--- src/rtl/mux_rr_arbiter_if.sv ---
`default_nettype none
// ============================================================================
// mux_rr_arbiter_if : requester / consumer bundle around the shared datapath
// Revision: 1.0
// ============================================================================
interface mux_rr_arbiter_if #(
    parameter int NR_REQ   = 4,
    parameter int DATA_LEN = 8,
    parameter int SEL_LEN  = 2
);
    logic [NR_REQ-1:0]          req_valid;
    logic [NR_REQ-1:0]          req_last;
    logic [NR_REQ*DATA_LEN-1:0] req_data;
    logic [NR_REQ-1:0]          req_ready;
    logic                       out_valid;
    logic [DATA_LEN-1:0]        out_data;
    logic [SEL_LEN-1:0]         out_src;
    logic                       out_last;
    logic                       out_ready;
    logic                       busy;

    // Producer/consumer side
    modport master (
        output req_valid, req_last, req_data, out_ready,
        input  req_ready, out_valid, out_data, out_src, out_last, busy
    );

    // Arbiter side
    modport slave (
        input  req_valid, req_last, req_data, out_ready,
        output req_ready, out_valid, out_data, out_src, out_last, busy
    );
endinterface
`default_nettype wire

--- src/rtl/mux_rr_arbiter.sv ---
`default_nettype none
// ============================================================================
// mux_rr_arbiter : round-robin arbiter with locked bursts feeding one output slot
// Revision: 1.0
// ============================================================================
module mux_rr_arbiter #(
    parameter int NR_REQ   = 4,
    parameter int DATA_LEN = 8,
    parameter int SEL_LEN  = 2
) (
    input  wire logic        clk,
    input  wire logic        rst,
    mux_rr_arbiter_if.slave  bus
);
    typedef enum logic [0:0] {
        ST_IDLE   = 1'b0,
        ST_LOCKED = 1'b1
    } state_t;

    state_t              state_q;
    logic [SEL_LEN-1:0]  ptr_q;
    logic [SEL_LEN-1:0]  owner_q;
    logic                busy_q;
    logic                out_valid_q;
    logic [DATA_LEN-1:0] out_data_q;
    logic [SEL_LEN-1:0]  out_src_q;
    logic                out_last_q;

    logic [DATA_LEN-1:0] slice [NR_REQ];
    logic [SEL_LEN-1:0]  win;
    logic [SEL_LEN-1:0]  cand;
    logic [SEL_LEN-1:0]  ptr_d;
    logic                found;
    logic                load_en;
    logic                xfer;
    logic                win_last;
    logic [DATA_LEN-1:0] sel_data;
    logic [NR_REQ-1:0]   ready;
    int                  sum;

    generate
        for (genvar gi = 0; gi < NR_REQ; gi++) begin : g_slice
            assign slice[gi] = bus.req_data[DATA_LEN*gi +: DATA_LEN];
        end
    endgenerate

    // Descending scan: the last hit written is the one closest to ptr_q.
    always_comb begin
        found = 1'b0;
        win   = '0;
        cand  = '0;
        sum   = 0;
        if (state_q == ST_LOCKED) begin
            win   = owner_q;
            found = bus.req_valid[owner_q];
        end else begin
            for (int k = NR_REQ - 1; k >= 0; k--) begin
                sum = int'(ptr_q) + k;
                if (sum >= NR_REQ) begin
                    sum = sum - NR_REQ;
                end
                cand = SEL_LEN'(sum);
                if (bus.req_valid[cand]) begin
                    found = 1'b1;
                    win   = cand;
                end
            end
        end
    end

    assign load_en = !out_valid_q || bus.out_ready;
    assign xfer    = load_en && found && !rst;
    assign ready   = xfer ? (NR_REQ'(1) << win) : '0;
    assign ptr_d   = (win == SEL_LEN'(NR_REQ - 1)) ? '0 : win + SEL_LEN'(1);

    // Keyed AND-OR mux; yields zero when nobody wins.
    always_comb begin
        sel_data = '0;
        win_last = 1'b0;
        for (int i = 0; i < NR_REQ; i++) begin
            if (found && (win == SEL_LEN'(i))) begin
                sel_data = sel_data | slice[i];
                win_last = bus.req_last[i];
            end
        end
    end

    always_ff @(posedge clk or posedge rst) begin
        if (rst) begin
            state_q     <= ST_IDLE;
            ptr_q       <= '0;
            owner_q     <= '0;
            busy_q      <= 1'b0;
            out_valid_q <= 1'b0;
            out_data_q  <= '0;
            out_src_q   <= '0;
            out_last_q  <= 1'b0;
        end else begin
            if (xfer) begin
                out_valid_q <= 1'b1;
                out_data_q  <= sel_data;
                out_src_q   <= win;
                out_last_q  <= win_last;
            end else if (bus.out_ready) begin
                out_valid_q <= 1'b0;
            end

            case (state_q)
                ST_IDLE: begin
                    if (xfer) begin
                        if (win_last) begin
                            ptr_q <= ptr_d;
                        end else begin
                            state_q <= ST_LOCKED;
                            owner_q <= win;
                            busy_q  <= 1'b1;
                        end
                    end
                end
                ST_LOCKED: begin
                    if (xfer && win_last) begin
                        state_q <= ST_IDLE;
                        ptr_q   <= ptr_d;
                        busy_q  <= 1'b0;
                    end
                end
            endcase
        end
    end

    assign bus.req_ready = ready;
    assign bus.out_valid = out_valid_q;
    assign bus.out_data  = out_data_q;
    assign bus.out_src   = out_src_q;
    assign bus.out_last  = out_last_q;
    assign bus.busy      = busy_q;
endmodule
`default_nettype wire

--- src/flat_wrapper.sv ---
// flat-port wrapper written by rule: the top's interface ports become plain ports
module mux_rr_arbiter_flat 
#(
    parameter int NR_REQ   = 4,
    parameter int DATA_LEN = 8,
    parameter int SEL_LEN  = 2
)
  (clk, rst, bus_req_valid, bus_req_last, bus_req_data, bus_out_ready, bus_req_ready, bus_out_valid, bus_out_data, bus_out_src, bus_out_last, bus_busy);
  mux_rr_arbiter_if #(.NR_REQ(NR_REQ), .DATA_LEN(DATA_LEN), .SEL_LEN(SEL_LEN)) bus_i ();
  input  wire logic clk;
  input  wire logic rst;
  input wire logic [$bits(bus_i.req_valid)-1:0] bus_req_valid;
  input wire logic [$bits(bus_i.req_last)-1:0] bus_req_last;
  input wire logic [$bits(bus_i.req_data)-1:0] bus_req_data;
  input wire logic [$bits(bus_i.out_ready)-1:0] bus_out_ready;
  output wire logic [$bits(bus_i.req_ready)-1:0] bus_req_ready;
  output wire logic [$bits(bus_i.out_valid)-1:0] bus_out_valid;
  output wire logic [$bits(bus_i.out_data)-1:0] bus_out_data;
  output wire logic [$bits(bus_i.out_src)-1:0] bus_out_src;
  output wire logic [$bits(bus_i.out_last)-1:0] bus_out_last;
  output wire logic [$bits(bus_i.busy)-1:0] bus_busy;
  assign bus_i.req_valid = bus_req_valid;
  assign bus_i.req_last = bus_req_last;
  assign bus_i.req_data = bus_req_data;
  assign bus_i.out_ready = bus_out_ready;
  assign bus_req_ready = bus_i.req_ready;
  assign bus_out_valid = bus_i.out_valid;
  assign bus_out_data = bus_i.out_data;
  assign bus_out_src = bus_i.out_src;
  assign bus_out_last = bus_i.out_last;
  assign bus_busy = bus_i.busy;
  mux_rr_arbiter #(.NR_REQ(NR_REQ), .DATA_LEN(DATA_LEN), .SEL_LEN(SEL_LEN)) u_core (.clk(clk), .rst(rst), .bus(bus_i));
endmodule
--- config.mk ---
export PLATFORM = sky130hd
export DESIGN_NAME = mux_rr_arbiter_flat
export DESIGN_NICKNAME = d
export VERILOG_FILES = /design/src/rtl/mux_rr_arbiter_if.sv /design/src/rtl/mux_rr_arbiter.sv /design/src/flat_wrapper.sv
export SDC_FILE = /design/constraint.sdc
export NUM_CORES = 1
export LEC_CHECK = 0
export CAP_MARGIN = 25
export CORE_MARGIN = 10
export CORE_UTILIZATION = 37
export CTS_CLUSTER_DIAMETER = 80
export DETAILED_ROUTE_END_ITERATION = 8
export HOLD_SLACK_MARGIN = 0.15
export PLACE_DENSITY = 0.77
export SYNTH_ARGS = -nofsm -noshare
export SYNTH_HDL_FRONTEND = slang
export SYNTH_SLANG_ARGS = --single-unit
--- constraint.sdc ---
create_clock -name clk -period 2.5 [get_ports clk]
set_input_delay 0.375 -clock clk [delete_from_list [all_inputs] [get_ports clk]]
set_output_delay 0.375 -clock clk [all_outputs]
set_load 0.1 [all_outputs]
-- Word level (Yosys, flattened, before mapping)
Cells that the tools add are included.
W data, S select, Z words.
- reduce and logical (&&, ||, !) cells: 15
- magnitude comparators: 9
- bitwise gates (word level): 5
- shift-type cells: 1
- muxes and demuxes: 52
- add/sub/neg operators: 8
- equality and inequality tests: 7
- operators with widths (kind ; number):
    $mux W2 ; 17
    $mux W8 ; 4
    $or A8 B8 Y8 ; 3
    $mux W1 ; 22
    $lt A2 B3 Y1 const B ; 5
    $bmux W1 S2 ; 5
    $ge A3 B3 Y1 const B ; 3
    $reduce_and A3 Y1 ; 3
    $sub A2 B1 Y2 const B ; 4
    $logic_and A1 B1 Y1 ; 7
    $add A2 B2 Y3 const B ; 2
    $eq A2 B2 Y1 const B ; 2
    $mux W4 ; 1
    $ne A2 B1 Y1 const B ; 2
    $ne A2 B2 Y1 const B ; 2
    $pmux W1 S2 ; 2
    $pmux W2 S2 ; 1
    $shl A1 B2 Y4 const A ; 1
    $add A2 B1 Y3 const B ; 1
    $ge A2 B3 Y1 const B ; 1
    $add A2 B1 Y2 const B ; 1
    $eq A2 B1 Y1 const B ; 1
    $logic_not A1 Y1 ; 2
    $logic_not A2 Y1 ; 1
    3 further kinds ; 4
- bits in registers: 18
- bits of input ports: 43
- output and inout port bits: 17
- word-level logic and storage cells: 105

-- Longest topological paths before layout
Gate-level depths: netlist of the first run.
- depth in word-level cells: 20
- mapped depth: 11
- depth with buffers taken out: 9

-- Worst setup path before layout of the first run
OpenSTA, ideal clock, no wires.
- path kind: flip-flop to output port
- start point: reg (tool-made name)
- end point: out bus_req_ready[3]
- slack: -0.782 ns
- stages on the path, launching flop included: 7
- arrival: 2.907 ns
- required time: 2.125 ns
- buffers on the path: 2
- cell sequence: dfrtp_1 -> buf_2 -> o41ai_1 -> ha_1 -> buf_2 -> inv_1 -> nor2_1
- RTL lines (item ; line ; source):
    end, declared ; flat_wrapper.sv:16 ; output wire logic [$bits(bus_i.req_ready)-1:0] bus_req_ready;

-- Worst setup path in the final report of the first run
- start point: reg u_core.ptr_q[1]
- end point: out bus_req_ready[3]
- elaborated cells on any way between the ends: 41
- classes of those cells: 7 x add/sub; 4 x order compare; 1 x shift; 27 x mux; 2 x reduce/logical
- RTL lines (item ; line ; source):
    start, declared ; mux_rr_arbiter.sv:21 ; logic [SEL_LEN-1:0] ptr_q;
    start signal, assigned ; mux_rr_arbiter.sv:112 ; ptr_q <= ptr_d;
    start signal, assigned ; mux_rr_arbiter.sv:123 ; ptr_q <= ptr_d;
    $add A2 B2 Y3 ; mux_rr_arbiter.sv:58 ; sum = int'(ptr_q) + k;
    $ge A3 B3 Y1 or $sub A2 B1 Y2 (tied branches) ; mux_rr_arbiter.sv:59, mux_rr_arbiter.sv:60 ;
    $mux W2 ; mux_rr_arbiter.sv:59 ; if (sum >= NR_REQ) begin
    $mux W2 ; mux_rr_arbiter.sv:53 ; if (state_q == ST_LOCKED) begin
    $bmux W1 S2 ; mux_rr_arbiter.sv:63 ; if (bus.req_valid[cand]) begin
    $mux W1 (not written as such) ; mux_rr_arbiter.sv:63 ;
    $mux W2 (3 in series) ; mux_rr_arbiter.sv:63 ;
    $mux W2 (*) ; mux_rr_arbiter.sv:63 ;
    $mux W2 (*) ; mux_rr_arbiter.sv:53 ;
    named net u_core.win[0] ; mux_rr_arbiter.sv:30 ; logic [SEL_LEN-1:0] win;
    $shl A1 B2 Y4 (*) ; mux_rr_arbiter.sv:73 ; assign ready = xfer ? (NR_REQ'(1) << win) : '0;
    $mux W4 (*) ; mux_rr_arbiter.sv:73 ;
Mark *: on every way through the listed nets, which the timed path passes. The rest lies on a longest branch. The select of a mux whose other input is x is not followed.

==> reports/results.ini, run 1 <==
[run_status]
outcome=finished with violations
violations=setup timing

[cts]
cts_root_buffer=clkbuf_4
cts.clk_slew.worst_paths_ns=0.11
h-tree-depth=1
clock_tree.buffer_depth=2
numClockSinks=18
clock_latency_ns=0.30
cts-hold-fix-buffers=0
numCtsBuffers=3
cts_tree=done

[finish]
drive_above_1_share_pct=50.0
fin_nets=254
nFillCells=239
final_common_cell=clkdlybuf4s50_1
area_delta_synth_final_pct=87.2
layout_common_cells=clkdlybuf4s50_1, buf_4, dfrtp_1
diodes=0
instances_no_fill=252
fin_area_um2=2370

[global_route]
grt_usage_pct=14.4
grt_max_degree=19
grt_pass1_wl_um=7160
grt_remaining_overflow=0
grt_pass1_vias=1434
antenna_found_initial=0

[worst_setup_path]
rr_startpoint=u_core.ptr_q[1]
max_stage_delay_ns=0.46
crit_required_ns=2.12
cp.arrival_ns=2.22
path_cells=a21boi_4, o41ai_4, buf_4, ha_4, buf_6, inv_4, nor2_4, buf_12
cpMaxStageDelayCell=dfrtp_2
cp_top_family=compound AO/OA/AOI/OAI gates
crit_fanout=5
startpoint_type=flop
path_buf_inv=4
crit_start=u_core.ptr_q[1]
endpoint_kind=primary output
criticalPathCategory=reg2out

[route]
avgRoutedWirePerCell_um=20.0
via_per_inst=5.16
drtPass1Iterations=4
num_vias=1300
antenna_left=0
wl_um=5030
drc=0
drt_iter0_drc=61

[power_and_ir_drop]
power_w=0.00377
powerDensity_nw_per_um2=1590
ir_drop_uv=861
power.leakage_nw=1.03

[yosys]
ys_seq_area_share_pct=35.6
syn_area_um2=1260
ys_warn_count=0
syn_nets=167
synth_cell_types=32
syn_area_per_cell_um2=10.5
synthCells=120
ys_ff_latch=18

[sta]
final_hold_viol_count=0
fmax_ghz=0.385
relSlewSlack_pct=73.7
tns_ns=-0.420
setup_violations=10
final_max_slew_viol_count=0
fin_skew_ns=0.00330
min_period_over_period_pct=104
fin_ws_ns=-0.0961
final.min_clock_period_ns=2.60
rsz0062_at_grt=yes
worst_pin_slew_ns=0.393

[floorplanning]
die_x_um=78.4
die-area_um2=6150
die-height_um=78.4
coreArea_um2=3310
floorplan.initialDensity_pct=38.2
boundaryPins=60
rows=21

[placement]
gp_congestion=0.849
dpl.cell_count=237
io_buffers=59
place_area_um2=2030
post-place-ws_ns=-0.643
hpwl_um=3540

[run]
drv_cap=0

[min_path]
worstHoldPathType=in2async

## registers in the layout (all words and copies together), names as in the netlist, named ones only
register and count:
u_core.bus.out_data 8, u_core.bus.out_src 2, u_core.owner_q 2, u_core.ptr_q 2
u_core.bus.busy 1, u_core.bus.out_last 1, u_core.bus.out_valid 1
## cell usage after synthesis
cell type,count,area [um2]
o311a_4,1,21.3
mux2_4,4,60.1
buf_6,1,11.3
buf_12,2,40.0
mux2_2,9,101
nor3_1,3,15.0
a21bo_2,1,10.0
a21oi_1,4,20.0
nand2b_1,5,31.3
nor2_1,7,26.3
nor4b_4,1,23.8
dfrtp_1,18,450
o2bb2ai_4,1,27.5
nor2b_1,1,6.26
nand2_1,10,37.5
nor3b_1,1,7.51
a21boi_0,3,22.5
a211oi_2,1,12.5
a211oi_1,1,7.51
o21ai_0,1,5.00
nand2b_4,1,13.8
mux2_1,2,22.5
a221oi_1,1,8.76
inv_1,11,41.3
a22oi_1,16,120
o31ai_1,1,7.51
o41ai_1,1,8.76
buf_2,4,20.0
nand3b_1,2,15.0
mux2i_1,1,10.0
a211o_1,1,8.76
ha_1,4,50.1
## area by class of cell
type,count,area (um2),share of cell area [%]
Multi-Input combinational cell,84,923,39.0
Timing Repair Buffer,89,848,35.9
Sequential cell,18,452,19.1
Tap cell,46,57.6,2.43
Inverter,11,48.8,2.06
Clock buffer,4,36.3,1.53
## timing repair
action / in CTS / in global routing
endpoints found under the setup margin: 18 / 18
gates resized for setup: 34 / 20
setup buffers: 7 / 4
pin swaps: 9 / 10
## metal layers
| layer | vias to the layer above | GRT usage (%) | part of all wire (%) |
|---|---|---|---|
| met3 | 14 | 4.10 | 5.2 |
| met1 | 623 | 14.6 | 36 |
| li1 | 614 | - | - |
| met2 | 49 | 26.4 | 56 |
| met4 | 0 | 7.17 | 2.8 |
| met5 | - | 0 | 0 |
## worst paths after layout
kind | endpoint | slack, ns | depth (start not counted)
worst max register to register | u_core.owner_q[1] | -0.07 | 8
worst min register to register | u_core.bus.out_data[5] | 0.52 | 1
worst max-delay path | bus_req_ready[3] | -0.1 | 8
worst min-delay path | u_core.bus.out_valid | 0.47 | 3
max in group asynchronous | u_core.ptr_q[1] | 1.82 | 3
min in group clk | u_core.bus.out_data[5] | 0.52 | 1
## cell families (layout without fill, tap and decap cells)
group | Yosys count | count (layout) | share of synthesized area, %
AO/OA/AOI/OAI | 33 | 33 | 22.2
adder cells (fa/ha/maj) | 4 | 4 | 3.96
buffers and inverters | 18 | 104 | 8.91
flip-flops | 18 | 18 | 35.6
multiplexers | 16 | 16 | 15.3
AND/OR/NAND/NOR | 31 | 31 | 14.0
## metrics by stage
stage	utilization, %	hold slack (ns)
2_1_floorplan	-	0.329
3_3_place_gp	61.5	0.479
3_5_place_dp	61.5	0.493
4_1_cts	67.9	0.476
5_1_grt	71.5	0.497
6_report	71.5	0.467
## report_power, final
group | switching (W) | internal (W) | total [W] | leakage [nW]
combinational | 0.00181 | 0.00122 | 0.00303 | 0.793
clock | 0.0000964 | 0.0000889 | 0.000185 | 0.0210
sequential | 0.000112 | 0.000435 | 0.000547 | 0.212
total | 0.00202 | 0.00175 | 0.00377 | 1.03
## tightest hold or removal path, cell delays in order
cell and delay (ns):
clkdlybuf4s50_1 0.42, inv_1 0.09, buf_4 0.26
Power figures use the tool's default switching activity.
==> run 2, diff against run 1 <==
--- a/config.mk
+++ b/config.mk
@@ -7,11 +7,12 @@
 export LEC_CHECK = 0
 export CAP_MARGIN = 25
 export CORE_MARGIN = 10
-export CORE_UTILIZATION = 37
+export CORE_UTILIZATION = 38
+export CTS_BUF_LIST = sky130_fd_sc_hd__clkbuf_8
 export CTS_CLUSTER_DIAMETER = 80
 export DETAILED_ROUTE_END_ITERATION = 8
 export HOLD_SLACK_MARGIN = 0.15
-export PLACE_DENSITY = 0.77
+export PLACE_DENSITY = 0.78
 export SYNTH_ARGS = -nofsm -noshare
 export SYNTH_HDL_FRONTEND = slang
 export SYNTH_SLANG_ARGS = --single-unit
==> run 2 against run 1 <==
  * The flow still finishes with violations (setup timing)
  * Sequential share of layout area up 0.54 points
  * Cell area shrank 3.0%
  * Setup slack worse by 0.026 ns
  * Non-clock buffer count is 2 lower
  * Die area shrank 2.0%
  * Register-to-register slack lost 0.05 ns
  * Via count increased by 1.5%
  * Routed wire length up 0.48%
  * Maximum frequency fell by 0.98%
  * Critical path type is now reg2reg
  * Sequential cell count did not move
==> reports/results.ini, run 2 (same netlist as run 1, synthesis figures left out) <==
[floorplanning]
coreArea_um2=3130  ; was 3310 um2
rows=20  ; was 21
die_x_um=77.7  ; was 78.4 um
floorplan.initialDensity_pct=40.4  ; was 38.2%
boundaryPins=60  ; unchanged
die-area_um2=6030  ; was 6150 um2
die-height_um=77.7  ; was 78.4 um

[worst_setup_path]
startpoint_type=flop  ; unchanged
cp_top_family=simple AND/OR/NAND/NOR gates  ; was compound AO/OA/AOI/OAI gates
cp.arrival_ns=2.77  ; was 2.22 ns
path_cells=a21oi_2, o21ai_2, a221oi_4, buf_4, ha_4, nor3b_2, a211oi_4, nor4b_4, mux2_4  ; was a21boi_4, o41ai_4, buf_4, ha_4, buf_6, inv_4, nor2_4, buf_12
endpoint_kind=flop  ; was primary output
r2r_cells=9  ; was 8
crit_fanout=4  ; was 5
cpMaxStageDelayCell=dfrtp_1  ; was dfrtp_2
path_buf_inv=1  ; was 4
max_stage_delay_ns=0.42  ; was 0.46 ns
crit_required_ns=2.64  ; was 2.12 ns
cp.depth=9  ; was 8
criticalPathCategory=reg2reg  ; was reg2out

[finish]
final_common_cell=clkdlybuf4s50_1  ; unchanged
nFillCells=221  ; was 239
fin_util_pct=73.4  ; was 71.5%
fin_nets=252  ; was 254
diodes=0  ; unchanged
drive_above_1_share_pct=46.6  ; was 50.0%
largest_reg_flops=8  ; unchanged
area_delta_synth_final_pct=81.6  ; was 87.2%
fin_area_um2=2290  ; was 2370 um2
layout_common_cells=clkdlybuf4s50_1, buf_4, dfrtp_1  ; unchanged

[route]
drtPass1Iterations=4  ; unchanged
drt_iter0_drc=117  ; was 61
drc=0  ; unchanged
antenna_left=0  ; unchanged
avgRoutedWirePerCell_um=20.4  ; was 20.0 um
via_per_inst=5.32  ; was 5.16
num_vias=1320  ; was 1300
wl_um=5060  ; was 5030 um

[cts]
cts.clk_slew.worst_paths_ns=0.07  ; was 0.11 ns
numClockSinks=18  ; unchanged
numCtsBuffers=3  ; unchanged
clock_tree.buffer_depth=2  ; unchanged
h-tree-depth=1  ; unchanged
cts_tree=done  ; unchanged
cts-hold-fix-buffers=0  ; unchanged
clock_latency_ns=0.26  ; was 0.30 ns
cts_root_buffer=clkbuf_8  ; was clkbuf_4

[power_and_ir_drop]
ir_drop_uv=946  ; was 861 uV
p_comb_share_pct=79.1  ; was 80.6%
power.switching_w=0.00199  ; was 0.00202 W
power_w=0.00374  ; was 0.00377 W
seqPwrFrac_pct=14.6  ; was 14.5%
powerDensity_nw_per_um2=1630  ; was 1590 nW/um2
clockPowerShare_pct=6.3  ; was 4.9%
power.internal_w=0.00174  ; was 0.00175 W
switching_share_pct=53.3  ; was 53.6%
power.leakage_nw=1.01  ; was 1.03 nW

[sta]
final_hold_viol_count=0  ; unchanged
setup_violations=7  ; was 10
relSlewSlack_pct=72.8  ; was 73.7%
final_max_slew_viol_count=0  ; unchanged
whs_ns=0.498  ; was 0.467 ns
fin_skew_ns=0.00944  ; was 0.00330 ns
fin_ws_ns=-0.122  ; was -0.0961 ns
rsz0062_at_grt=yes  ; unchanged
worst_pin_slew_ns=0.406  ; was 0.393 ns
final.min_clock_period_ns=2.62  ; was 2.60 ns
min_period_over_period_pct=105  ; was 104%
fmax_ghz=0.381  ; was 0.385 GHz

[global_route]
grt_pass1_vias=1416  ; was 1434
grt_pass1_wl_um=7250  ; was 7160 um
grt_max_degree=19  ; unchanged
grt_usage_pct=14.7  ; was 14.4%
grt_remaining_overflow=0  ; unchanged
antenna_found_initial=0  ; unchanged

[placement]
hpwl_um=3560  ; was 3540 um
gp_congestion=0.925  ; was 0.849
place_area_um2=2060  ; was 2030 um2
io_buffers=59  ; unchanged

[run]
drv_cap=0  ; unchanged

[run_status]
outcome=finished with violations  ; unchanged
violations=setup timing  ; unchanged

[min_path]
worstHoldPathType=in2async  ; unchanged

==> run 2: cell count changes in the layout (fill, tap and decap cells not counted), sizes merged <==
cell | previous run | this run
buf | 47 | 45
clkbuf | 4 | 7
dlygate4sd2 | 4 | 1
==> run 2: routing by layer <==
metal / GRT usage [%] / share of wire (%) / wire length (um)
met1: 15.1 / 35 / 1750
met2: 28.9 / 58 / 2920
met3: 3.23 / 6.1 / 308
met4: 3.28 / 1.6 / 82
met5: 0 / 0 / 0
==> run 2: power groups by stage <==
stage	sequential (W)	combinational, W	clock (W)
after global routing	0.000563	0.00308	0.000253
after floorplan	0.00123	0.00109	0
final	0.000547	0.00295	0.000235
after global placement	0.000534	0.00242	0
after detailed placement	0.000542	0.00248	0
after CTS	0.000534	0.00263	0.000240
==> run 2: area by class of cell <==
cell class / instances / area, um2 / share of cell area [%]
Clock buffer: 4 / 55.1 / 2.40
Inverter: 11 / 41.3 / 1.80
Multi-Input combinational cell: 84 / 873 / 38.1
Sequential cell: 18 / 450 / 19.6
Tap cell: 44 / 55.1 / 2.40
Timing Repair Buffer: 87 / 820 / 35.7
==> run 2: path summary, 6_finish.rpt <==
| path | slack, ns | start | to |
|---|---|---|---|
| worst min register to register | 0.50 | u_core.bus.out_last | u_core.bus.out_last |
| max in group asynchronous | 1.79 | rst | u_core.bus.out_data[0] |
| worst max register to register | -0.12 | u_core.ptr_q[1] | u_core.owner_q[0] |
| worst min-delay path | 0.50 | rst | asynchronous set/reset pin |
| min in group clk | 0.50 | u_core.bus.out_last | u_core.bus.out_last |
| worst max-delay path | -0.12 | u_core.ptr_q[1] | u_core.owner_q[0] |
==> run 2: metrics by stage <==
stage	cells	setup TNS [ns]	setup slack [ns]
floorplan	120	-0.0909	-0.0536
global placement	237	-5.46	-0.462
detailed placement	237	-6.94	-0.575
CTS	247	-0.0571	-0.0233
global route	248	-1.58	-0.226
finish	248	-0.611	-0.122
==> run 2: what timing repair did <==
item | 4_1_cts | 5_1_grt
endpoints found under the hold margin | 0 | 0
pin swaps | 2 | 9
buffers inserted | 6 | 1
gates resized for setup | 14 | 29
setup endpoints to repair | 17 | 19
cloned | 0 | 0
==> run 2: worst register-to-register path: cells and delay by family, from the launching register on <==
family	cells	cell delay, ns
muxes	1	0.35
AOI/OAI and AO/OA	4	0.67
and+or+nand+nor	2	0.71
DFF	1	0.42
buffers and inverters	1	0.21
adders and majority gates	1	0.17
==> run 3, diff against run 2 <==
==> constraint.sdc (replaced) <==
create_clock -name clk -period 2.2 [get_ports clk]
set_input_delay 0.33 -clock clk [delete_from_list [all_inputs] [get_ports clk]]
set_output_delay 0.33 -clock clk [all_outputs]
set_load 0.1 [all_outputs]
==> run 3 against run 2 <==
  * The run still ends with setup timing left
  * Setup slack worse by 0.27 ns
  * Combinational power up 32%
  * Count of clock-buffer cells in the layout unchanged
  * Via count rose by 9.8%
  * Non-clock buffer count increased by 20
  * Cell count increased by 8.1%
  * First-iteration DRC count fell by 15%
  * Largest power group unchanged
  * Hold slack gained 0.0076 ns
  * Register-to-register slack got worse by 0.27 ns
  * Global-route usage grew 0.98 points
  * Sequential power increased by 13%
  * Utilization rose by 9.3 points
==> reports/results.ini, run 3 (same netlist as run 1, synthesis figures left out) <==
[sta]
fin_ws_ns=-0.390  ; was -0.122 ns
setup_violations=19  ; was 7
relSlewSlack_pct=76.4  ; was 72.8%
fmax_ghz=0.386  ; was 0.381 GHz
fin_skew_ns=0.00232  ; was 0.00944 ns
rsz0062_at_grt=yes  ; unchanged
final.min_clock_period_ns=2.59  ; was 2.62 ns
whs_ns=0.505  ; was 0.498 ns
final_max_slew_viol_count=0  ; unchanged
worst_pin_slew_ns=0.355  ; was 0.406 ns
min_period_over_period_pct=118  ; was 105%
final_hold_viol_count=0  ; unchanged

[worst_setup_path]
path_cells=a21oi_2, o21ai_2, a221oi_2, buf_4, buf_4, ha_4, nor3b_2, a211oi_4, nor4b_4, mux2_1  ; was a21oi_2, o21ai_2, a221oi_4, buf_4, ha_4, nor3b_2, a211oi_4, nor4b_4, mux2_4
endpoint_kind=flop  ; unchanged
rr_startpoint=u_core.ptr_q[1]  ; unchanged
crit_required_ns=2.34  ; was 2.64 ns
reg2reg_slack_ns=-0.39  ; was -0.12 ns
cpMaxStageDelayCell=dfrtp_1  ; unchanged
startpoint_type=flop  ; unchanged
cp_top_family=simple AND/OR/NAND/NOR gates  ; unchanged
path_buf_inv=2  ; was 1
r2r_cells=10  ; was 9
cp.arrival_ns=2.73  ; was 2.77 ns
r2r-end=u_core.owner_q[0]  ; unchanged
max_stage_delay_ns=0.44  ; was 0.42 ns
crit_top_cell=buf_4
criticalPathCategory=reg2reg  ; unchanged
crit_fanout=4  ; unchanged

[run]
drv_cap=0  ; unchanged

[finish]
fin_nets=272  ; was 252
largest_reg_flops=8  ; unchanged
layout_common_cells=buf_4, clkdlybuf4s50_1, dfrtp_1  ; was clkdlybuf4s50_1, buf_4, dfrtp_1
drive_above_1_share_pct=58.9  ; was 46.6%
final_common_cell=buf_4  ; was clkdlybuf4s50_1
diodes=0  ; unchanged
area_delta_synth_final_pct=105  ; was 81.6%
instances_no_fill=268  ; was 248

[floorplanning]
die-area_um2=6030  ; unchanged
die-height_um=77.7  ; unchanged
boundaryPins=60  ; unchanged
floorplan.initialDensity_pct=40.4  ; unchanged
die_x_um=77.7  ; unchanged
rows=20  ; unchanged
coreArea_um2=3130  ; unchanged

[cts]
clock_tree.buffer_depth=2  ; unchanged
clock_latency_ns=0.25  ; was 0.26 ns
h-tree-depth=1  ; unchanged
cts_tree=done  ; unchanged
cts.clk_slew.worst_paths_ns=0.07  ; about the same
numCtsBuffers=3  ; unchanged
cts_root_buffer=clkbuf_8  ; unchanged
numClockSinks=18  ; unchanged

[placement]
dpl.cell_count=241  ; was 237
gp_congestion=0.819  ; was 0.925
hpwl_um=3630  ; was 3560 um
io_buffers=59  ; unchanged

[run_status]
outcome=finished with violations  ; unchanged
violations=setup timing  ; unchanged

[route]
drc=0  ; unchanged
via_per_inst=5.41  ; was 5.32
antenna_left=0  ; unchanged
drtPass1Iterations=4  ; unchanged
drt_iter0_drc=100  ; was 117
wl_um=5990  ; was 5060 um
num_vias=1450  ; was 1320
avgRoutedWirePerCell_um=22.3  ; was 20.4 um

[power_and_ir_drop]
ir_drop_uv=1250  ; was 946 uV
power_w=0.00478  ; was 0.00374 W
powerDensity_nw_per_um2=1850  ; was 1630 nW/um2
power.leakage_nw=1.14  ; was 1.01 nW

[global_route]
grt_pass1_wl_um=7590  ; was 7250 um
grt_remaining_overflow=0  ; unchanged
grt_pass1_vias=1470  ; was 1416
antenna_found_initial=0  ; unchanged
grt_max_degree=19  ; unchanged
grt_usage_pct=15.6  ; was 14.7%

[min_path]
min_to=u_core.bus.out_last
worstHoldPathType=reg2reg  ; was in2async
holdPathStages=1
worstHoldStart=u_core.bus.out_last

## run 3: cell types whose count changed in the layout (fill, tap and decap cells not counted), sizes merged
cell	delta
buf	+20
clkbuf	-3
clkdlybuf4s15	+1
clkinvlp	+1
dlygate4sd2	+2
inv	-1
## run 3: area by class of cell
cell class,count,area [um2]
multi-input cells,84,961
well taps,44,55.1
repair buffers,107,1010
inverters,11,55.1
fillers,165,543
flip-flops and latches,18,452
clock buffers,4,55.1
## run 3: worst max-delay path by stage
stage	from	endpoint	slack [ns]	cells after the start
final	u_core.ptr_q[1]	u_core.owner_q[0]	-0.39	10
after global routing	u_core.ptr_q[1]	u_core.ptr_q[0]	-0.49	11
after CTS	u_core.ptr_q[0]	u_core.owner_q[0]	-0.27	9
after detailed placement	bus_req_valid[0]	u_core.ptr_q[1]	-0.80	10
after global placement	bus_req_valid[0]	u_core.ptr_q[1]	-0.74	10
after floorplan	u_core.ptr_q[1]	u_core.owner_q[1]	-0.27	9
## run 3: worst reg2reg max path, stage by stage (launching register included)
cell and delay, ns:
dfrtp_1 0.44, a21oi_2 0.17, o21ai_2 0.09, a221oi_2 0.22
buf_4 0.20, buf_4 0.13, ha_4 0.15, nor3b_2 0.27
a211oi_4 0.09, nor4b_4 0.34, mux2_1 0.37
## run 3: per-stage QoR
| step | TNS, ns | setup slack, ns | util [%] | instance area [um2] |
|---|---|---|---|---|
| global route | -5.90 | -0.486 | 82.6 | 2580 |
| detailed placement | -12.28 | -0.804 | 67.2 | 2100 |
| floorplan | -1.31 | -0.271 | - | 1330 |
| finish | -4.25 | -0.390 | 82.6 | 2580 |
| global placement | -10.86 | -0.743 | 67.2 | 2100 |
| CTS | -2.50 | -0.267 | 75.2 | 2350 |
## run 3: metal layers
metal  vias up  share of wire (%)  GRT usage, %
met5         -                  0             0
met3        23                4.0          2.65
met4         0                4.9          7.30
li1        637                  -             -
met2        66                 53          28.5
met1       724                 38          17.1
## run 3: what timing repair did
action,CTS,global route
resized for setup,35,33
setup buffers,12,12
pin swaps,10,12
endpoints found under the setup margin,19,19
hold buffers,0,0
## run 3: power by group
group          switching, W  internal (W)  leakage (nW)
clock              0.000111      0.000159        0.0288
sequential         0.000123      0.000495         0.212
combinational       0.00224       0.00166         0.900
